File: config.mk
export PLATFORM = sky130hd
export DESIGN_NAME = phase_sequencer_flat
export DESIGN_NICKNAME = d
export VERILOG_FILES = /design/src/rtl/phase_seq_if.sv /design/src/rtl/phase_sequencer.sv /design/src/flat_wrapper.sv
export SDC_FILE = /design/constraint.sdc
export NUM_CORES = 1
export LEC_CHECK = 0
export ABC_CLOCK_PERIOD_IN_PS = 3950
export BUFFER_PORTS_ARGS = -buffer_cell sky130_fd_sc_hd__clkbuf_2
export CAP_MARGIN = 20
export CORE_UTILIZATION = 50
export CTS_BUF_LIST = sky130_fd_sc_hd__clkbuf_4 sky130_fd_sc_hd__clkbuf_8 sky130_fd_sc_hd__clkbuf_16
export DETAILED_ROUTE_END_ITERATION = 8
export GPL_ROUTABILITY_DRIVEN = 0
export GPL_TIMING_DRIVEN = 0
export HOLD_SLACK_MARGIN = 0.08
export MAX_ROUTING_LAYER = met4
export PLACE_DENSITY = 0.83
export SYNTH_ARGS = -nofsm -noshare
export SYNTH_HDL_FRONTEND = slang
export SYNTH_SLANG_ARGS = --single-unit
export TNS_END_PERCENT = 20
File: constraint.sdc
create_clock -name clk -period 3.95 [get_ports clk]
set_input_delay 0.1975 -clock clk [delete_from_list [all_inputs] [get_ports clk]]
set_output_delay 0.1975 -clock clk [all_outputs]
set_load 0.02 [all_outputs]
File: src/rtl/phase_seq_if.sv
// Handshake bundle between the phase sequencer and its run/step controller and decoders.
// master = sequencer side, slave = controller/decoder side.
interface phase_seq_if #(
    parameter int NPHASES = 6
);
    logic               run;
    logic               step;
    logic               done;
    logic [NPHASES-1:0] ck;
    logic [NPHASES-1:0] stb;
    logic               inst_start;
    logic               busy;
    logic               seq_err;

    modport master (
        input  run, step, done,
        output ck, stb, inst_start, busy, seq_err
    );

    modport slave (
        output run, step, done,
        input  ck, stb, inst_start, busy, seq_err
    );
endinterface

File: src/rtl/phase_sequencer.sv
// Major-state timing generator: one-hot ck1,stb1,...,ckN,stbN slots with run/step/halt control.
// Optional feature: define SINGLE_STEP_EN to let a step pulse in IDLE execute one instruction.
module phase_sequencer #(
    parameter int NPHASES     = 6,
    parameter int SLOT_CYCLES = 1
) (
    input  logic          clk,
    input  logic          reset,
    phase_seq_if.master   seq
);
    localparam int PW = (NPHASES > 1) ? $clog2(NPHASES) : 1;
    localparam int CW = (SLOT_CYCLES > 1) ? $clog2(SLOT_CYCLES) : 1;
    localparam logic [PW-1:0] LAST_PHASE = PW'(NPHASES - 1);
    localparam logic [CW-1:0] LAST_CNT   = CW'(SLOT_CYCLES - 1);

    typedef enum logic [1:0] {
        S_IDLE,
        S_CK,
        S_STB
    } state_e;

    state_e             state_q, state_d;
    logic [PW-1:0]      phase_q, phase_d;
    logic [CW-1:0]      cnt_q, cnt_d;
    logic               err_q, err_d;
    logic               halt_q, halt_d;
    logic               start_q, start_d;
    logic               busy_q, busy_d;
    logic [NPHASES-1:0] ck_q, ck_d;
    logic [NPHASES-1:0] stb_q, stb_d;
    logic               step_go;
    logic               slot_end;

`ifdef SINGLE_STEP_EN
    assign step_go = seq.step;
`else
    logic unused_step;
    assign unused_step = seq.step;
    assign step_go     = 1'b0;
`endif

    assign slot_end = (cnt_q == LAST_CNT);

    // NOTE: every variable gets a default before the case so no path leaves one unassigned (no latch).
    always_comb begin
        state_d = state_q;
        phase_d = phase_q;
        cnt_d   = cnt_q + 1'b1;
        err_d   = err_q;
        halt_d  = halt_q | ~seq.run;
        start_d = 1'b0;

        unique case (state_q)
            S_IDLE: begin
                cnt_d  = '0;
                halt_d = 1'b0;
                if (!err_q && (seq.run || step_go)) begin
                    state_d = S_CK;
                    phase_d = '0;
                    start_d = 1'b1;
                    halt_d  = ~seq.run;
                end
            end
            S_CK: begin
                if (slot_end) begin
                    cnt_d = '0;
                    if (seq.done) begin
                        // A halt latched anywhere in this instruction wins over a current run=1.
                        if (seq.run && !halt_q) begin
                            phase_d = '0;
                            start_d = 1'b1;
                            halt_d  = 1'b0;
                        end else begin
                            state_d = S_IDLE;
                            phase_d = '0;
                        end
                    end else begin
                        state_d = S_STB;
                    end
                end
            end
            S_STB: begin
                if (slot_end) begin
                    cnt_d = '0;
                    if (phase_q == LAST_PHASE) begin
                        state_d = S_IDLE;
                        phase_d = '0;
                        err_d   = 1'b1;
                    end else begin
                        state_d = S_CK;
                        phase_d = phase_q + 1'b1;
                    end
                end
            end
            default: begin
                state_d = S_IDLE;
                phase_d = '0;
                cnt_d   = '0;
            end
        endcase

        busy_d = (state_d != S_IDLE);
        ck_d   = (state_d == S_CK)  ? (NPHASES'(1) << phase_d) : '0;
        stb_d  = (state_d == S_STB) ? (NPHASES'(1) << phase_d) : '0;
    end

    // NOTE: state registers use non-blocking assignment so all flops update together on the edge.
    always_ff @(posedge clk) begin
        if (reset) begin
            state_q <= S_IDLE;
            phase_q <= '0;
            cnt_q   <= '0;
            err_q   <= 1'b0;
            halt_q  <= 1'b0;
            start_q <= 1'b0;
            busy_q  <= 1'b0;
            ck_q    <= '0;
            stb_q   <= '0;
        end else begin
            state_q <= state_d;
            phase_q <= phase_d;
            cnt_q   <= cnt_d;
            err_q   <= err_d;
            halt_q  <= halt_d;
            start_q <= start_d;
            busy_q  <= busy_d;
            ck_q    <= ck_d;
            stb_q   <= stb_d;
        end
    end

    assign seq.ck         = ck_q;
    assign seq.stb        = stb_q;
    assign seq.inst_start = start_q;
    assign seq.busy       = busy_q;
    assign seq.seq_err    = err_q;
endmodule

File: src/flat_wrapper.sv
// flat-port wrapper written by rule: the top's interface ports become plain ports
module phase_sequencer_flat 
#(
    parameter int NPHASES     = 6,
    parameter int SLOT_CYCLES = 1
)
  (clk, reset, seq_run, seq_step, seq_done, seq_ck, seq_stb, seq_inst_start, seq_busy, seq_seq_err);
  phase_seq_if #(.NPHASES(NPHASES)) seq_i ();
  input  logic clk;
  input  logic reset;
  input wire logic [$bits(seq_i.run)-1:0] seq_run;
  input wire logic [$bits(seq_i.step)-1:0] seq_step;
  input wire logic [$bits(seq_i.done)-1:0] seq_done;
  output wire logic [$bits(seq_i.ck)-1:0] seq_ck;
  output wire logic [$bits(seq_i.stb)-1:0] seq_stb;
  output wire logic [$bits(seq_i.inst_start)-1:0] seq_inst_start;
  output wire logic [$bits(seq_i.busy)-1:0] seq_busy;
  output wire logic [$bits(seq_i.seq_err)-1:0] seq_seq_err;
  assign seq_i.run = seq_run;
  assign seq_i.step = seq_step;
  assign seq_i.done = seq_done;
  assign seq_ck = seq_i.ck;
  assign seq_stb = seq_i.stb;
  assign seq_inst_start = seq_i.inst_start;
  assign seq_busy = seq_i.busy;
  assign seq_seq_err = seq_i.seq_err;
  phase_sequencer #(.NPHASES(NPHASES), .SLOT_CYCLES(SLOT_CYCLES)) u_core (.clk(clk), .reset(reset), .seq(seq_i));
endmodule
==> results by group <==
Floorplan
  – FP Rows: 15
  – # IOs: 20
  – Initial Utilization: 0.5489
  – Die Y: about 46 µm
  – CORE AREA: around 1800 µm²
  – Die Area: 2117 µm²
  – Die width: 46.01 µm

Synth
  – Post-synth cell types: 39
  – Yosys top cell by area: dfxtp_1
  – Share of the synthesized area in the top cell type: 0.4548
  – Synth Flop Type: dfxtp_1
  – Synth area leaders: dfxtp_1 (45%), ha_1 (5.2%), nor2_1 (5.0%)
  – Yosys warning count: 0
  – Async SR Flop Fraction: 0
  – Synth Net Count: between 100 and 150
  – Register area share after synthesis: 0.4548
  – Post-synth EDFFs: 0
  – Mapped Area: ~970 µm²
  – Gate Count Post-Synth: 105
  – Post-synthesis area per instance: 9.223 µm²
  – Yosys reg bits: 22

Finish
  – Commonest non-fill, non-tap cell in the layout: dfxtp_1
  – Post-route cell area: between 1000 and 1500 µm²
  – Util after Layout: 0.6355
  – Antenna cells: 0
  – Most frequent cells in the layout: dfxtp_1 (22), clkbuf_2 (17), nor2_1 (13), inv_1 (7), nor2b_1 (6)
  – Share of layout cells above drive strength 1: 0.2302
  – Final net count: ~140
  – Area Growth Syn to Fin: 15.76%

Routing
  – Via count: 790
  – First drt pass iteration count: 5
  – Met2 WL: 827 µm
  – M1 wire length: around 750 µm
  – Starting DRT DRC Count: 21
  – DR WL met3: around 85 µm
  – Final wirelength: roughly 1700 µm
  – Highest Signal Layer: met4
  – Post-DR vias/cell: 5.232
  – Drt drc: 0
  – Post-route ant nets: 0
  – Routed wire per std cell: ~11 µm

Timing
  – Fin. max-slew vios: 0
  – Unrepaired setup endpoints after global routing: no
  – Fmax achieved: approximately 490 MHz
  – Clock skew: 0.003611 ns
  – Fin. Hold Viols: 0
  – Final setup TNS: 0 ns
  – # setup viols final: 0
  – Final period util: 0.5197
  – Final min period: 2.053 ns

Worst hold path
  – Hold Path Class: in -> reg

Setup path
  – R2R Setup Slk: 1.90 ns
  – CP Launch Type: flip-flop
  – Setup CP Type: reg -> reg
  – Critical Path RT: between 4 and 5 ns
  – Crit Path Max Fanout: 7
  – Crit end category: flip-flop
  – Crit path DAT: roughly 2.3 ns

Clock network
  – Num CTS Buffers: 3
  – Worst-path clk slew: ~0.11 ns
  – Clk buf depth: 2
  – Root buf cell: clkbuf_4
  – TritonCTS clock tree: yes
  – H-tree Lvls: 1
  – Post-CTS setup buffers: 0
  – Hold buffers post-CTS: 0
  – Worst-Skew Late Latency: approximately 0.3 ns
  – Resize count post-CTS: 0
  – Clk sinks: 22

GRT
  – Grt total ovfl: 0
  – All-Layer GR Usage: 0.1894
  – First-pass GRT wire length: ~2800 µm
  – Vias in the first global route: between 600 and 700
  – Largest net degree at the start of global routing: 13
  – Initial antenna violation count: 0

Placed design
  – DP HPWL: between 1000 and 1500 µm
  – Number of port buffers: 17
  – Area post-placement: 1085 µm²

Job
  – Maxcap violations: 0

Power and ir drop
  – Max rail drop VDD: 0.1639 mV
  – Static leakage power: around 0.46 nW
  – PwrDens: 358.9 nW/µm²

Status
  – Status: complete, no violations
-- layer usage --
layer  global-route usage  vias to the layer above
li1                     -                      405
met3              0.03571                        5
met5                    -                        -
met2               0.3099                       30
met4              0.08235                        0
met1               0.2236                      350
-- critical path: stages, from the launching register on --
cell     delay [ns]
dfxtp_1        0.45
ha_1           0.32
nor3b_1        0.27
o22ai_2        0.15
or4_1          0.47
buf_2          0.18
nor3_2         0.16
-- report_power, final --
part	switching [mW]	total [mW]	leakage, nW	internal, mW
clock network	0.0631	0.119	0.0210	0.0563
logic	0.0300	0.0498	0.261	0.0198
registers	0.00468	0.233	0.179	0.229
-- layout make-up --
type / instances / area, µm²
flip-flops and latches: 22 / 440.4
well taps: 25 / 31.28
inverters: 7 / 26.28
plain buffers: 4 / 17.52
multi-input cells: 72 / 484.2
fillers: 169 / 643.1
repair buffers: 17 / 85.08
clock buffers: 4 / 36.28
-- worst paths after layout --
kind / start / endpoint / depth (start not counted)
worst max register to register: u_core.state_q[0] / u_core.seq.stb[2] / 6
worst min-delay path: reset / u_core.seq.seq_err / 2
worst min register to register: u_core.seq.seq_err / u_core.seq.seq_err / 2
worst max-delay path: u_core.state_q[0] / u_core.seq.stb[2] / 6
-- cell families (layout without fill, tap and decap cells) --
group | after synthesis | count (layout) | share of synthesized area
and+or+nand+nor | 48 | 48 | 0.2765
DFF | 22 | 22 | 0.4548
AOI/OAI and AO/OA | 17 | 17 | 0.1473
buffers and inverters | 11 | 32 | 0.04523
adders and majority gates | 4 | 4 | 0.05168
other | 1 | 1 | 0.003872
xor gates and xnor gates | 1 | 1 | 0.009046
muxes | 1 | 1 | 0.01163
-- Yosys cell counts, drive strengths merged (2+ instances only) --
cell and number:
buf 2, a22oi 2, nand2 4, nand3 3, nor2b 6, nand2b 4
or3 2, nor3 8, o22ai 2, a21oi 2, a22o 2, nor2 13
o21ai 2, inv 7, ha 4, dfxtp 22, clkbuf 2
-- metrics by stage --
step / worst slack (ns) / hold slack [ns] / std cells / power, mW
finish: 1.897 / 0.2482 / 151 / 0.4024
global route: 1.731 / 0.2699 / 151 / 0.4241
CTS: 1.889 / 0.2545 / 151 / 0.4078
detailed placement: 1.941 / 0.5127 / 147 / 0.2870
global placement: 1.931 / 0.5020 / 147 / 0.2861
floorplan: 2.092 / 0.4457 / 105 / 0.2752
-- registers in the layout, indices dropped and copies added, names as in the netlist --
name,cells
u_core.seq.ck,6
u_core.seq.stb,6
u_core.phase_q,3
u_core.state_q,2
u_core.cnt_q,1
u_core.halt_q,1
u_core.seq.busy,1
u_core.seq.inst_start,1
u_core.seq.seq_err,1
Power figures use the tool's default switching activity.
